### src/rtl/stream_arb2_if.sv
// -----------------------------------------------------------------------------
// stream_arb2_if
//   Bundle of the two input streams and the merged output stream of the
//   two-input round-robin arbiter stream_arb2.
//
//   Signals (directions as seen by the arbiter):
//     i0_data/i0_valid/i0_last  in   channel 0 beat
//     i0_ready                  out  channel 0 beat accepted this cycle
//     i1_data/i1_valid/i1_last  in   channel 1 beat
//     i1_ready                  out  channel 1 beat accepted this cycle
//     y_data/y_valid/y_last     out  registered output beat
//     y_ready                   in   downstream accepts the output beat
//     s                         out  source index of the held output beat
//
//   Modports:
//     master : the environment (sources of i0/i1, sink of y)
//     slave  : the arbiter itself
// -----------------------------------------------------------------------------
interface stream_arb2_if #(
   parameter int WIDTH = 8
);
   logic [WIDTH-1:0] i0_data;
   logic             i0_valid;
   logic             i0_last;
   logic             i0_ready;
   logic [WIDTH-1:0] i1_data;
   logic             i1_valid;
   logic             i1_last;
   logic             i1_ready;
   logic [WIDTH-1:0] y_data;
   logic             y_valid;
   logic             y_last;
   logic             y_ready;
   logic             s;

   modport master (
      output i0_data, i0_valid, i0_last,
      output i1_data, i1_valid, i1_last,
      output y_ready,
      input  i0_ready, i1_ready,
      input  y_data, y_valid, y_last, s
   );

   modport slave (
      input  i0_data, i0_valid, i0_last,
      input  i1_data, i1_valid, i1_last,
      input  y_ready,
      output i0_ready, i1_ready,
      output y_data, y_valid, y_last, s
   );
endinterface

### src/rtl/stream_arb2.sv
// -----------------------------------------------------------------------------
// stream_arb2
//   Two-input round-robin stream arbiter with a one-entry registered output
//   stage. Merges channels i0 and i1 into one output stream and reports in `s`
//   which channel the held output beat came from, so a downstream 2-to-1 mux
//   stage can follow the traffic.
//
//   Ports:
//     clk  : rising-edge clock
//     rst  : synchronous, active-high reset
//     bus  : stream_arb2_if.slave (i0/i1 input streams, y output stream, s)
//
//   Parameters:
//     WIDTH : data width of each channel (must match the interface instance)
//
//   Optional feature:
//     STREAM_ARB2_LOCK_EN - when defined, a beat accepted with last = 0 locks
//     the grant to its channel until that channel's last = 1 beat is accepted
//     (packet-atomic arbitration); round-robin preference then only moves at
//     packet boundaries. When undefined, every beat is arbitrated on its own
//     and last is only carried to y_last.
// -----------------------------------------------------------------------------
module stream_arb2 #(
   parameter int WIDTH = 8
) (
   input  logic         clk,
   input  logic         rst,
   stream_arb2_if.slave bus
);

   logic [WIDTH-1:0] y_data_reg;
   logic             y_valid_reg;
   logic             y_last_reg;
   logic             s_reg;
   // Index of the channel granted most recently; the other one wins a tie.
   logic             pref_reg;

`ifdef STREAM_ARB2_LOCK_EN
   logic             lock_reg;
   logic             lock_ch_reg;
`endif

   logic             load;
   logic             gnt_valid;
   logic             gnt_idx;
   logic             rdy0;
   logic             rdy1;
   logic             accept;
   logic [WIDTH-1:0] gnt_data;
   logic             gnt_last;

   // The output slot can take a beat when empty or when it drains this cycle.
   // Holding readies low during reset keeps upstream beats from being lost.
   assign load = !rst && (!y_valid_reg || bus.y_ready);

   always_comb begin
      gnt_valid = 1'b0;
      gnt_idx   = 1'b0;
      if (bus.i0_valid && bus.i1_valid) begin
         gnt_valid = 1'b1;
         gnt_idx   = ~pref_reg;
      end else if (bus.i0_valid) begin
         gnt_valid = 1'b1;
         gnt_idx   = 1'b0;
      end else if (bus.i1_valid) begin
         gnt_valid = 1'b1;
         gnt_idx   = 1'b1;
      end
`ifdef STREAM_ARB2_LOCK_EN
      // While a packet is in flight only its own channel may be granted,
      // even if that channel is momentarily idle.
      if (lock_reg) begin
         gnt_idx   = lock_ch_reg;
         gnt_valid = lock_ch_reg ? bus.i1_valid : bus.i0_valid;
      end
`endif
   end

   assign rdy0   = load && gnt_valid && (gnt_idx == 1'b0) && bus.i0_valid;
   assign rdy1   = load && gnt_valid && (gnt_idx == 1'b1) && bus.i1_valid;
   assign accept = rdy0 || rdy1;

   assign gnt_data = gnt_idx ? bus.i1_data : bus.i0_data;
   assign gnt_last = gnt_idx ? bus.i1_last : bus.i0_last;

   always_ff @(posedge clk) begin
      if (rst) begin
         y_data_reg  <= '0;
         y_valid_reg <= 1'b0;
         y_last_reg  <= 1'b0;
         s_reg       <= 1'b0;
         // Pretend i1 went last so i0 wins the first contention.
         pref_reg    <= 1'b1;
      end else if (accept) begin
         // Covers both fill-into-empty and drain-and-refill in one cycle.
         y_data_reg  <= gnt_data;
         y_valid_reg <= 1'b1;
         y_last_reg  <= gnt_last;
         s_reg       <= gnt_idx;
`ifdef STREAM_ARB2_LOCK_EN
         if (gnt_last) begin
            pref_reg <= gnt_idx;
         end
`else
         pref_reg    <= gnt_idx;
`endif
      end else if (bus.y_ready) begin
         // Drain with nothing to refill: data/last/s keep their last values.
         y_valid_reg <= 1'b0;
      end
   end

`ifdef STREAM_ARB2_LOCK_EN
   always_ff @(posedge clk) begin
      if (rst) begin
         lock_reg    <= 1'b0;
         lock_ch_reg <= 1'b0;
      end else if (accept) begin
         lock_reg    <= !gnt_last;
         lock_ch_reg <= gnt_idx;
      end
   end
`endif

   assign bus.i0_ready = rdy0;
   assign bus.i1_ready = rdy1;
   assign bus.y_data   = y_data_reg;
   assign bus.y_valid  = y_valid_reg;
   assign bus.y_last   = y_last_reg;
   assign bus.s        = s_reg;

endmodule
### src/flat_wrapper.sv
// flat-port wrapper written by rule: the top's interface ports become plain ports
module stream_arb2_flat 
#(
   parameter int WIDTH = 8
)
  (clk, rst, bus_i0_data, bus_i0_valid, bus_i0_last, bus_i1_data, bus_i1_valid, bus_i1_last, bus_y_ready, bus_i0_ready, bus_i1_ready, bus_y_data, bus_y_valid, bus_y_last, bus_s);
  stream_arb2_if #(.WIDTH(WIDTH)) bus_i ();
  input  logic clk;
  input  logic rst;
  input wire logic [$bits(bus_i.i0_data)-1:0] bus_i0_data;
  input wire logic [$bits(bus_i.i0_valid)-1:0] bus_i0_valid;
  input wire logic [$bits(bus_i.i0_last)-1:0] bus_i0_last;
  input wire logic [$bits(bus_i.i1_data)-1:0] bus_i1_data;
  input wire logic [$bits(bus_i.i1_valid)-1:0] bus_i1_valid;
  input wire logic [$bits(bus_i.i1_last)-1:0] bus_i1_last;
  input wire logic [$bits(bus_i.y_ready)-1:0] bus_y_ready;
  output wire logic [$bits(bus_i.i0_ready)-1:0] bus_i0_ready;
  output wire logic [$bits(bus_i.i1_ready)-1:0] bus_i1_ready;
  output wire logic [$bits(bus_i.y_data)-1:0] bus_y_data;
  output wire logic [$bits(bus_i.y_valid)-1:0] bus_y_valid;
  output wire logic [$bits(bus_i.y_last)-1:0] bus_y_last;
  output wire logic [$bits(bus_i.s)-1:0] bus_s;
  assign bus_i.i0_data = bus_i0_data;
  assign bus_i.i0_valid = bus_i0_valid;
  assign bus_i.i0_last = bus_i0_last;
  assign bus_i.i1_data = bus_i1_data;
  assign bus_i.i1_valid = bus_i1_valid;
  assign bus_i.i1_last = bus_i1_last;
  assign bus_i.y_ready = bus_y_ready;
  assign bus_i0_ready = bus_i.i0_ready;
  assign bus_i1_ready = bus_i.i1_ready;
  assign bus_y_data = bus_i.y_data;
  assign bus_y_valid = bus_i.y_valid;
  assign bus_y_last = bus_i.y_last;
  assign bus_s = bus_i.s;
  stream_arb2 #(.WIDTH(WIDTH)) u_core (.clk(clk), .rst(rst), .bus(bus_i));
endmodule
### config.mk
export PLATFORM = sky130hd
export DESIGN_NAME = stream_arb2_flat
export DESIGN_NICKNAME = d
export VERILOG_FILES = /design/src/rtl/stream_arb2_if.sv /design/src/rtl/stream_arb2.sv /design/src/flat_wrapper.sv
export SDC_FILE = /design/constraint.sdc
export NUM_CORES = 1
export LEC_CHECK = 0
export ABC_AREA = 1
export CAP_MARGIN = 40
export CORE_MARGIN = 2
export CORE_UTILIZATION = 25
export CTS_BUF_LIST = sky130_fd_sc_hd__clkbuf_2
export CTS_CLUSTER_DIAMETER = 120
export DETAILED_ROUTE_END_ITERATION = 12
export PLACE_DENSITY_LB_ADDON = 0.12
export SLEW_MARGIN = 10
export SYNTH_ARGS = -nofsm -noshare
export SYNTH_HDL_FRONTEND = slang
export SYNTH_SLANG_ARGS = --single-unit
### constraint.sdc
create_clock -name clk -period 0.98 [get_ports clk]
set_clock_uncertainty 0.1 [all_clocks]
set_input_delay 0.147 -clock clk [delete_from_list [all_inputs] [get_ports clk]]
set_output_delay 0.147 -clock clk [all_outputs]
set_load 0.1 [all_outputs]
### Word level (Yosys, flattened, before mapping)

Index checks and enable logic that the tools add are counted.

* muxes and demuxes: 9
* bitwise gates (word level): 2
* reduce and logical (&&, ||, !) cells: 12

Operators with widths (count)
* two-way mux 1 bit: 8
* two-way mux 8 bit: 1
* logical AND 1 bit: 7
* logical NOT 1 bit: 2
* logical OR 1 bit: 2
* inverter 1 bit: 2
* nonzero test 2 bit: 1

* register bits: 12
* input port bits: 23
* output and inout bits: 13

### Logic depth before layout (Yosys ltp)

Gate-level depths: netlist (run 1).

* word-level depth: 8
* gate-level depth with buffers: 7

### Least setup slack after synthesis (run 1)

Ideal clock, no wire load.

* kind: register to output
* start point: register u_core.y_valid_reg (netlist: u_core.bus.y_valid)
* end point: output bus_i0_ready
* arrival time: 2.419 ns
* data required time: 0.733 ns
* slack: -1.686 ns
* cell stages (with the launch flop): 5
* cells stage by stage: dfxtp_1 nand2_1 nand3_2 buf_2 nor2_1

* word-level cells in the longest chain between the ends: 6

RTL lines
* start: declaration: line stream_arb2.sv:32 `logic y_valid_reg;`
* start signal: assignment: line stream_arb2.sv:89 `y_valid_reg <= 1'b0;`
* start signal: assignment: line stream_arb2.sv:97 `y_valid_reg <= 1'b1;`
* start signal: assignment: line stream_arb2.sv:109 `y_valid_reg <= 1'b0;`
* logical NOT 1 bit: line stream_arb2.sv:54 `assign load = !rst && (!y_valid_reg || bus.y_ready);`
* logical OR 1 bit: line stream_arb2.sv:54
* logical AND 1 bit: line stream_arb2.sv:54
* logical AND 1 bit (3 in series): line stream_arb2.sv:79 `assign rdy0 = load && gnt_valid && (gnt_idx == 1'b0) && bus.i0_valid;`
* end: declaration: line flat_wrapper.sv:17 `output wire logic [$bits(bus_i.i0_ready)-1:0] bus_i0_ready;`

Every way passes these cells.

### Worst setup path after layout (run 1)

* start point: register u_core.pref_reg
* end point: output bus_i1_ready

* word-level cells in the longest chain between the ends: 4

RTL lines
* start: declaration: line stream_arb2.sv:36 `logic pref_reg;`
* start signal: assignment: line stream_arb2.sv:105 `pref_reg <= gnt_idx;`
* inverter 1 bit: line stream_arb2.sv:61 `gnt_idx = ~pref_reg;`
* two-way mux 1 bit: line stream_arb2.sv:59 `if (bus.i0_valid && bus.i1_valid) begin`
* logical AND 1 bit (2 in series): line stream_arb2.sv:80 `assign rdy1 = load && gnt_valid && (gnt_idx == 1'b1) && bus.i1_valid;`
* end: declaration: line flat_wrapper.sv:18 `output wire logic [$bits(bus_i.i1_ready)-1:0] bus_i1_ready;`

Every way passes these cells.

==> summary.md, run 1 <==
| Metric | Value |
|---|---|
| Clock sinks | `12` |
| Fin crit share | `142.3%` |
| Area Growth Syn to Fin | `103.3%` |
| Port Buffers | `35` |
| DRT Pass-1 Iters | `4` |
| Ratio of cells with drive above 1 in the final layout | `33.55%` |
| Clk slew on worst S/H paths | `0.14 ns` |
| PwrDens | `1303 nW/um2` |
| DRC violations left | `0` |
| Final cell count without fillers | `182` |
| Peak Freq | `717.1 MHz` |
| # fillers | `239` |
| Relative slew slack | `87.40%` |
| Syn nets | `131` |
| Max FFs per register | `8` |
| Clk buf depth | `2` |
| Avg WL per Cell | `9.868 um` |
| Initial Util | `26.25%` |
| RSZ-0062 raised after global routing | `yes` |
| Fin. Hold Viols | `0` |
| Vias per cell | `4.099` |
| Most frequent cells in the layout | `39 x nand2_1, 18 x nor2_1, 18 x clkdlybuf4s50_1` |
| I/O pin count | `36` |
| Worst setup margin | `-0.4145 ns` |
| Largest net degree at the start of global routing | `21` |
| Syn_area_per_cell | `5.966 um2` |
| Max-cap viol count | `0` |
| Commonest non-fill, non-tap cell in the layout | `nand2_1` |
| Run status | `finished with violations` |
| Final min period | `1.394 ns` |
| Hold Crit Class | `in2reg` |
| Initial DRC count | `8` |
| Seq/Total Area, Yosys | `37.28%` |
| Post-Syn Instances | `108` |
| CTS Buf Count | `3` |
| Max Slew Vio Count | `0` |
| Maximum vdd drop | `0.8382 mV` |
| DRT antenna net count | `0` |
| Die Wd | `54.77 um` |
| Worst slew pin tran | `0.1890 ns` |
| Pwr Total | `1.706 mW` |
| Ant. Diodes | `0` |
| Core area | `2455 um2` |
| Inst Count DP | `177` |
| Flops & latches, synth | `12` |
| WP data required | `0.73 ns` |
| Die ar. | `3000 um2` |
| Hpwl dp | `1.352 mm` |
| Global placer's final weighted congestion | `0.7329` |
| Htree depth | `1` |
| Core Rows | `18` |
| YS warnings | `0` |
| Clock Latency Late Sink | `0.27 ns` |
| Setup TNS | `-2.941 ns` |
| Failing checks | `negative setup slack` |
| Vias in the first global route | `679` |
| Final global-route overflow total | `0` |
| CTS root buf | `clkbuf_2` |
| Final Cell Area | `1310 um2` |
| CTS tree | `built` |
| Count of cell types in the netlist | `11` |
| Worst Path Arrival | `1.15 ns` |
| Placed cell areas | `1255 um2` |
| Critical path fanouts, max | `2` |
| First-pass GRT wire length | `2.960 mm` |
| Startpoint Class | `flop` |
| Die extent in y | `54.77 um` |
| Endpoints failing setup | `24` |
| Setup crit end kind | `output port` |
| Post-Syn Area | `644.4 um2` |
| Via count | `746` |
| DRT Wirelength | `1.796 mm` |
| Crit Path Class | `reg2out` |
| Antenna violations before repair | `0` |
| NumNets Final | `176` |
| Gr usage total | `14.09%` |
| Leakage | `0.6501 nW` |
[what timing repair did]
| item | in CTS | in global routing |
|---|---|---|
| pin swaps | 2 | 3 |
| setup endpoints to repair | 25 | 25 |
| resized for setup | 14 | 2 |
| hold buffers | 0 | 0 |
| setup buffers | 2 | 2 |
[routing by layer]
| metal | vias up | wire, um | GRT usage [%] |
|---|---|---|---|
| met5 | - | 0 | 0 |
| met4 | 0 | 10 | 7.500 |
| met3 | 2 | 113 | 2.732 |
| met2 | 20 | 892 | 21.43 |
| met1 | 315 | 780 | 18.56 |
| li1 | 409 | - | - |
[Yosys cell counts]
library cell	n	share of area, %
nand2_1	42	24
nor2_1	19	11
inv_1	15	8.7
dfxtp_1	12	37
nand3_1	11	8.5
buf_2	3	2.3
a21oi_1	2	1.6
buf_6	1	1.7
nand2_2	1	0.97
nand2_4	1	1.7
nand3_2	1	1.6
[final timing paths]
check / from / to / slack (ns) / depth (start not counted)
worst min register to register: u_core.pref_reg$_SDFFE_PP1P_ / u_core.pref_reg$_SDFFE_PP1P_ / 0.41 / 2
worst min-delay path: bus_y_ready / u_core.bus.y_valid$_SDFFE_PP0P_ / 0.19 / 4
worst max-delay path: u_core.pref_reg$_SDFFE_PP1P_ / bus_i1_ready / -0.41 / 6
worst max register to register: u_core.pref_reg$_SDFFE_PP1P_ / u_core.bus.y_last$_SDFFE_PP0P_ / -0.13 / 7
[layout make-up]
class                      count  area, um2  share of cell area [%]
inverter                      15      62.56                   4.776
multi-input combinational     77      374.1                   28.56
timing repair buffer          44      559.3                   42.69
clock buffer                   3      15.01                   1.146
clock inverter                 1      3.754                  0.2865
tap                           30      37.54                   2.865
sequential                    12      257.7                   19.68
[metrics by stage]
| stage | util [%] | hold slack, ns | setup WS (ns) |
|---|---|---|---|
| floorplan | - | 0.1003 | -0.5168 |
| global placement | 51.12 | 0.3709 | -0.5355 |
| detailed placement | 51.12 | 0.3869 | -0.5696 |
| CTS | 52.80 | 0.1763 | -0.4274 |
| global route | 53.36 | 0.1992 | -0.4827 |
| finish | 53.36 | 0.1939 | -0.4145 |
[critical path, cell delays in order, from the launching register on]
cell and delay (ns):
dfxtp_2 0.37, nand2_2 0.07, nand2_4 0.07, inv_4 0.05, nand2_4 0.06, clkinvlp_4 0.09
buf_12 0.17
[cells by family (layout without fill, tap and decap cells)]
logic type             count (synthesis)  count (layout)  synth area share, %
and+or+nand+nor                       75              75                48.35
buffers and inverters                 19              63                12.81
DFF                                   12              12                37.28
AOI/OAI and AO/OA                      2               2                1.553
[where the power goes]
part | switching, mW | total [mW] | internal (mW) | leakage, nW
Combinational | 0.506 | 0.853 | 0.347 | 0.533
Sequential | 0.0449 | 0.584 | 0.539 | 0.103
Clock | 0.181 | 0.270 | 0.0887 | 0.0140
Note: power is estimated with default switching activity, not from simulation.
==> inputs of run 2 (changes only) <==
Settings changed: ABC_AREA 1 to not set.
==> summary.md, run 2 <==
| Metric | Value |
|---|---|
| Run status | `finished with violations` |
| Failing checks | `negative setup slack` |
| Vias per cell | `4.973 (+21%)` |
| Setup crit end kind | `output port` |
| Count of cell types in the netlist | `18 (+7)` |
| Critical path fanouts, max | `2 (unchanged)` |
| Seq/Total Area, Yosys | `36.23% (-1.1 points)` |
| Gr usage total | `13.86% (-0.24 points)` |
| Core Rows | `18 (unchanged)` |
| Hold Crit Class | `in2reg` |
| Placed cell areas | `1286 um2 (+2.5%)` |
| Leakage | `0.5628 nW (-13%)` |
| Post-Syn Area | `663.1 um2 (+2.9%)` |
| Flops & latches, synth | `12 (unchanged)` |
| Syn nets | `85 (-35%)` |
| Delay-heaviest family, CP | `flip-flops` |
| Core area | `2500 um2 (+1.8%)` |
| Syn_area_per_cell | `10.70 um2 (+79%)` |
| Max-cap viol count | `0 (unchanged)` |
| Clk network pwr share | `15.0% (-0.8 points)` |
| Ant. Diodes | `0 (unchanged)` |
| Crit-path cells | `buf_6 -> nand2_4 -> nand3_4 -> nor2_4 -> buf_12` |
| CTS tree | `built` |
| Ys async rst share | `0% (unchanged)` |
| Htree depth | `1 (unchanged)` |
| CTS root buf | `clkbuf_2` |
| Crit Path Class | `reg2out` |
| Worst r2r path cells | `5 (-2)` |
| Worst r2r src | `u_core.bus.y_valid$_SDFFE_PP0P_` |
| Internal Dissipation | `1.052 mW (+7.9%)` |
| Top-count cell post-synth | `nand4b_1` |
| Antenna violations before repair | `0 (unchanged)` |
| Die extent in y | `55.50 um (+1.3%)` |
| Crit path from | `u_core.pref_reg$_SDFFE_PP1P_` |
| Area leader, netlist | `dfxtp_1` |
| FF-to-FF End | `u_core.bus.y_data[6]$_SDFFE_PP0P_` |
| CTS Hold Bufs | `0 (unchanged)` |
| DRT Wirelength | `2.232 mm (+24%)` |
| Clk slew on worst S/H paths | `0.14 ns (about the same)` |
| Largest net degree at the start of global routing | `13 (-38%)` |
| I/O pin count | `36 (unchanged)` |
| RSZ-0062 raised after global routing | `yes` |
| First-pass GRT wire length | `3.374 mm (+14%)` |
| Initial Util | `26.53% (+0.28 points)` |
| Commonest non-fill, non-tap cell in the layout | `clkdlybuf4s50_1` |
| Flop2flop setup slack | `-0.39 ns (-0.26 ns)` |
| Maximum vdd drop | `0.7717 mV (-7.9%)` |
| Fin crit share | `143.1% (+0.86 points)` |
| Worst path slowest cell | `dfxtp_2` |
| Worst Path Buf+Inv | `2 (-1)` |
| # fillers | `231 (-3.3%)` |
| Die Wd | `55.50 um (+1.3%)` |
| Switching share of power | `41.06% (-1.8 points)` |
| Hpwl dp | `1.446 mm (+7.0%)` |
| Fin. Hold Viols | `0 (unchanged)` |
| Global placer's final weighted congestion | `0.7555 (+3.1%)` |
| Vias in the first global route | `732 (+7.8%)` |
| Pwr Total | `1.784 mW (+4.6%)` |
| Max FFs per register | `8 (unchanged)` |
| Peak Freq | `712.8 MHz (-0.60%)` |
| Worst slew pin tran | `0.3206 ns (+0.1316 ns)` |
| Final min period | `1.403 ns (+0.008387 ns)` |
| Number of stages on the worst setup path | `5 (-1)` |
| Post-route core utilization | `57.31% (+3.9 points)` |
| Sequential fraction of design power | `33.0% (-1.2 points)` |
| Clk buf depth | `2 (unchanged)` |
| DRT antenna net count | `0 (unchanged)` |
| Final global-route overflow total | `0 (unchanged)` |
| Switching power total | `0.7326 mW (about the same)` |
| Startpoint Class | `flop` |
| Via count | `736 (-1.3%)` |
| Synth top area share | `36.23% (-1.1 points)` |
| Relative slew slack | `78.63% (-8.8 points)` |
| NumNets Final | `142 (-19%)` |
| Post-synth EDFFs | `0 (unchanged)` |
| Clock sinks | `12 (unchanged)` |
| Most frequent cells in the layout | `20 x clkdlybuf4s50_1, 18 x nand4b_1, 17 x buf_4` |
| Worst Path Arrival | `1.16 ns (about the same)` |
| Ratio of cells with drive above 1 in the final layout | `54.24% (+21 points)` |
| DRT Pass-1 Iters | `4 (unchanged)` |
| Avg WL per Cell | `15.08 um (+53%)` |
| Max Slew Vio Count | `0 (unchanged)` |
| DRC violations left | `0 (unchanged)` |
| Post-Syn Instances | `62 (-43%)` |
| Logic pwr share | `52.0% (+2.0 points)` |
| Port Buffers | `35 (unchanged)` |
| Synth top area cells | `dfxtp_1 36%, nand4b_1 24%, o2111a_1 15%, buf_6 5.1%, a21oi_1 2.3%` |
| PwrDens | `1245 nW/um2 (-4.4%)` |
| Area Growth Syn to Fin | `116.0%` |
| CTS Buf Count | `3 (unchanged)` |
| YS warnings | `0 (unchanged)` |
| Final Cell Area | `1433 um2 (+9.4%)` |
| Initial DRC count | `10 (+2)` |
| Endpoints failing setup | `25 (+4.2%)` |
| Worst setup margin | `-0.4229 ns (-0.008387 ns)` |
| Clock Latency Late Sink | `0.26 ns (about the same)` |
| Die ar. | `3080 um2 (+2.7%)` |
| Slowest stage delay, CP | `0.35 ns (-0.02 ns)` |
| WP data required | `0.73 ns (about the same)` |
| Most used DFF post-synth | `dfxtp_1` |
| Top cells by count, synth | `18 x nand4b_1, 12 x dfxtp_1, 9 x o2111a_1` |
| Critical path capture point | `bus_i1_ready` |
[run 2: worst register-to-register path, stage by stage (launching register included)]
cell and delay, ns:
dfxtp_4 0.39, nand2b_4 0.08, buf_4 0.14, buf_6 0.13, o21a_2 0.19, o2111a_1 0.25
[run 2: worst min path at each step]
stage | from | end | slack (ns) | cells past startpoint
floorplan | rst | u_core.bus.y_valid$_SDFFE_PP0P_ | 0.11 | 1
detailed placement | u_core.bus.y_data[0]$_SDFFE_PP0P_ | u_core.bus.y_data[0]$_SDFFE_PP0P_ | 0.46 | 1
CTS | bus_i1_valid | u_core.bus.s$_SDFFE_PP0P_ | 0.40 | 4
finish | bus_i1_valid | u_core.bus.s$_SDFFE_PP0P_ | 0.42 | 4
global route | bus_i1_valid | u_core.bus.s$_SDFFE_PP0P_ | 0.43 | 4
global placement | u_core.bus.y_data[6]$_SDFFE_PP0P_ | u_core.bus.y_data[6]$_SDFFE_PP0P_ | 0.44 | 1
[run 2: metal layers]
metal | track usage, % | part of all wire [%]
met1 | 16.88 | 43
met2 | 22.79 | 50
met3 | 3.513 | 6.1
met4 | 6.272 | 0.85
met5 | 0 | 0
[run 2: kinds of logic (layout without fill, tap and decap cells)]
group                  count (synthesis)  count (layout)  synth area share [%]
buffers and inverters                  8              64                 10.75
DFF                                   12              12                 36.23
AOI/OAI and AO/OA                     15              15                 20.94
and+or+nand+nor                       27              27                 32.08
[run 2: repair_timing]
item,in CTS,in global routing
cloned,0,2
pin swaps,3,9
setup buffers,5,4
setup endpoints to repair,25,24
gates resized for setup,10,8
[run 2: power groups by stage]
stage                     clock network (mW)  logic, mW  registers (mW)
after detailed placement                   0      0.860           0.598
after floorplan                            0      0.216           0.882
final                                  0.267      0.928           0.589
after global placement                     0      0.859           0.598
after CTS                              0.274      0.893           0.590
after global routing                   0.293      0.965           0.594
[run 2: area by class of cell]
cell class,count,area [um2],share of cell area (%)
multi-input cells,42,412.9,28.82
flip-flops and latches,12,257.7,17.99
repair buffers,59,701.9,49.00
well taps,30,37.54,2.620
inverters,1,3.754,0.2620
clock inverters,1,3.754,0.2620
clock buffers,3,15.01,1.048
[run 2: stage by stage]
step	TNS [ns]	setup slack, ns	hold slack [ns]	std cells
after floorplan	-5.471	-0.6296	0.1064	62
after global placement	-7.287	-0.5693	0.4440	135
after detailed placement	-7.385	-0.5774	0.4553	135
after CTS	-5.766	-0.4235	0.4036	144
after global routing	-7.065	-0.4655	0.4268	148
final	-6.091	-0.4229	0.4214	148
==> inputs of run 3 (changes only) <==
Settings changed: CELL_PAD_IN_SITES_DETAIL_PLACEMENT set to 1, CELL_PAD_IN_SITES_GLOBAL_PLACEMENT set to 1.
Clock period 0.98 ns to 1.6 ns, I/O delays scaled along.
==> summary.md, run 3 (same netlist as run 2, synthesis figures left out) <==
| Metric | Value |
|---|---|
| Ratio of cells with drive above 1 in the final layout | `37.96% (-16 points)` |
| Relative slew slack | `76.26% (-2.4 points)` |
| Worst slew pin tran | `0.3561 ns (+0.03550 ns)` |
| DRT Wirelength | `2.210 mm (-0.99%)` |
| Htree depth | `1 (unchanged)` |
| Critical path fanouts, max | `4 (+2)` |
| Core area | `2500 um2 (unchanged)` |
| Logic pwr share | `49.7% (-2.3 points)` |
| Die extent in y | `55.50 um (unchanged)` |
| NumNets Final | `132 (-7.0%)` |
| CTS root buf | `clkbuf_2` |
| Leakage | `0.5017 nW (-11%)` |
| Max Slew Vio Count | `0 (unchanged)` |
| Final global-route overflow total | `0 (unchanged)` |
| Run status | `finished, final reports clean` |
| I/O pin count | `36 (unchanged)` |
| Clock sinks | `12 (unchanged)` |
| Crit path from | `u_core.pref_reg$_SDFFE_PP1P_` |
| Internal Dissipation | `0.6032 mW (-43%)` |
| Gr usage total | `15.24% (+1.4 points)` |
| First-pass GRT wire length | `3.719 mm (+10%)` |
| WP data required | `1.26 ns (+0.53 ns)` |
| Area Growth Syn to Fin | `94.53%` |
| Final min period | `1.545 ns` |
| Via count | `729 (-0.95%)` |
| Pwr Total | `1.049 mW (-41%)` |
| Clk network pwr share | `16.2% (+1.2 points)` |
| Die Wd | `55.50 um (unchanged)` |
| Worst path slowest cell | `dfxtp_2` |
| Port Buffers | `35 (unchanged)` |
| Worst Path Buf+Inv | `1 (-1)` |
| Post-route core utilization | `51.60% (-5.7 points)` |
| Switching power total | `0.4454 mW (-39%)` |
| Setup crit end kind | `output port` |
| DRC violations left | `0 (unchanged)` |
| Most frequent cells in the layout | `19 x clkdlybuf4s50_1, 18 x nand4b_1, 14 x buf_4` |
| Hpwl dp | `1.585 mm (+9.6%)` |
| Antenna violations before repair | `0 (unchanged)` |
| Initial DRC count | `8 (-2)` |
| Largest net degree at the start of global routing | `13 (unchanged)` |
| Setup TNS | `0 ns (+6.091 ns)` |
| Fin Hold WS | `0.4248 ns (+0.003391 ns)` |
| Max FFs per register | `8 (unchanged)` |
| Vias per cell | `5.283 (+6.2%)` |
| DRT Pass-1 Iters | `4 (unchanged)` |
| Die ar. | `3080 um2 (unchanged)` |
| Endpoints failing setup | `0 (-100%)` |
| Core Rows | `18 (unchanged)` |
| Slowest stage delay, CP | `0.39 ns (+0.04 ns)` |
| Ant. Diodes | `0 (unchanged)` |
| RSZ-0062 raised after global routing | `no` |
| Startpoint Class | `flop` |
| Clk slew on worst S/H paths | `0.14 ns (about the same)` |
| Worst r2r src | `u_core.bus.y_valid$_SDFFE_PP0P_` |
| Fin crit share | `96.55%` |
| Hold wc startpoint | `bus_y_ready` |
| CTS Hold Bufs | `0 (unchanged)` |
| Hold Crit Class | `in2reg` |
| Max-cap viol count | `0 (unchanged)` |
| CTS tree | `built` |
| Delay-heaviest family, CP | `flip-flops` |
| CTS Buf Count | `3 (unchanged)` |
| Vias in the first global route | `755 (+3.1%)` |
| Global placer's final weighted congestion | `0.6119 (-19%)` |
| Sequential fraction of design power | `34.1% (+1.1 points)` |
| Fin. Hold Viols | `0 (unchanged)` |
| Switching share of power | `42.48% (+1.4 points)` |
| Initial Util | `26.53% (unchanged)` |
| Commonest non-fill, non-tap cell in the layout | `clkdlybuf4s50_1` |
| Worst Path Arrival | `1.20 ns (+0.04 ns)` |
| Crit Path Class | `reg2out` |
| Maximum vdd drop | `0.5580 mV (-28%)` |
| PwrDens | `812.9 nW/um2 (-35%)` |
| DRT antenna net count | `0 (unchanged)` |
| Clock Latency Late Sink | `0.27 ns (about the same)` |
| Clk buf depth | `2 (unchanged)` |
| Peak Freq | `647.3 MHz` |
| Avg WL per Cell | `16.01 um (+6.2%)` |
| Crit-path cells | `nand2b_4 -> nand3_4 -> nor2_4 -> buf_12` |
## run 3: changes by cell type in the layout (fill, tap and decap cells not counted), moves of 2 or more
cell / change
buf_6: -5
a21oi_2: -2
a21oi_1: +2
dfxtp_1: +10
dfxtp_2: -10
buf_4: -3
## run 3: what timing repair did
| action | 4_1_cts | 5_1_grt |
|---|---|---|
| pin swaps | 2 | 2 |
| resized for setup | 4 | 1 |
| endpoints found under the setup margin | 2 | 2 |
| setup buffers | 2 | 1 |
## run 3: worst min-delay path, cell delays in order
cell and delay, ns:
dlymetal6s2s_1 0.12, nand2b_4 0.17, nand3_4 0.08, buf_4 0.10, a21oi_1 0.06
## run 3: area by class of cell
| cell class | count | area [um2] |
|---|---|---|
| repair buffers | 49 | 585.6 |
| fillers | 283 | 1210 |
| clock buffers | 3 | 15.01 |
| inverters | 1 | 3.754 |
| well taps | 30 | 37.54 |
| flip-flops and latches | 12 | 245.2 |
| multi-input cells | 42 | 399.1 |
| clock inverters | 1 | 3.754 |
## run 3: final timing paths
kind,cells after the start,to,slack [ns]
worst max register to register,4,u_core.bus.y_last$_SDFFE_PP0P_,0.27
worst min register to register,2,u_core.pref_reg$_SDFFE_PP1P_,0.50
worst min-delay path,5,u_core.bus.s$_SDFFE_PP0P_,0.42
worst max-delay path,4,bus_i0_ready,0.06
## run 3: metrics by stage
| stage | area, um2 | setup WS [ns] | instances |
|---|---|---|---|
| after detailed placement | 1240 | -0.1593 | 131 |
| after floorplan | 710.7 | -0.1066 | 62 |
| after CTS | 1280 | 0.01501 | 137 |
| after global routing | 1290 | 0.006446 | 138 |
| final | 1290 | 0.05517 | 138 |
| after global placement | 1240 | -0.1420 | 131 |
## run 3: power groups by stage
stage                     Combinational [mW]  Sequential, mW  Clock, mW
after floorplan                        0.130           0.533          0
after global placement                 0.511           0.363          0
after detailed placement               0.516           0.364          0
after CTS                              0.521           0.358      0.172
after global routing                   0.543           0.362      0.186
final                                  0.521           0.358      0.169
## run 3: routing by layer
layer / vias up / track usage (%) / share of wire [%]
met2: 28 / 25.17 / 50
li1: 344 / - / -
met1: 355 / 19.66 / 43
met4: 0 / 2.091 / 0.45
met3: 2 / 5.152 / 6.6
met5: - / 0 / 0
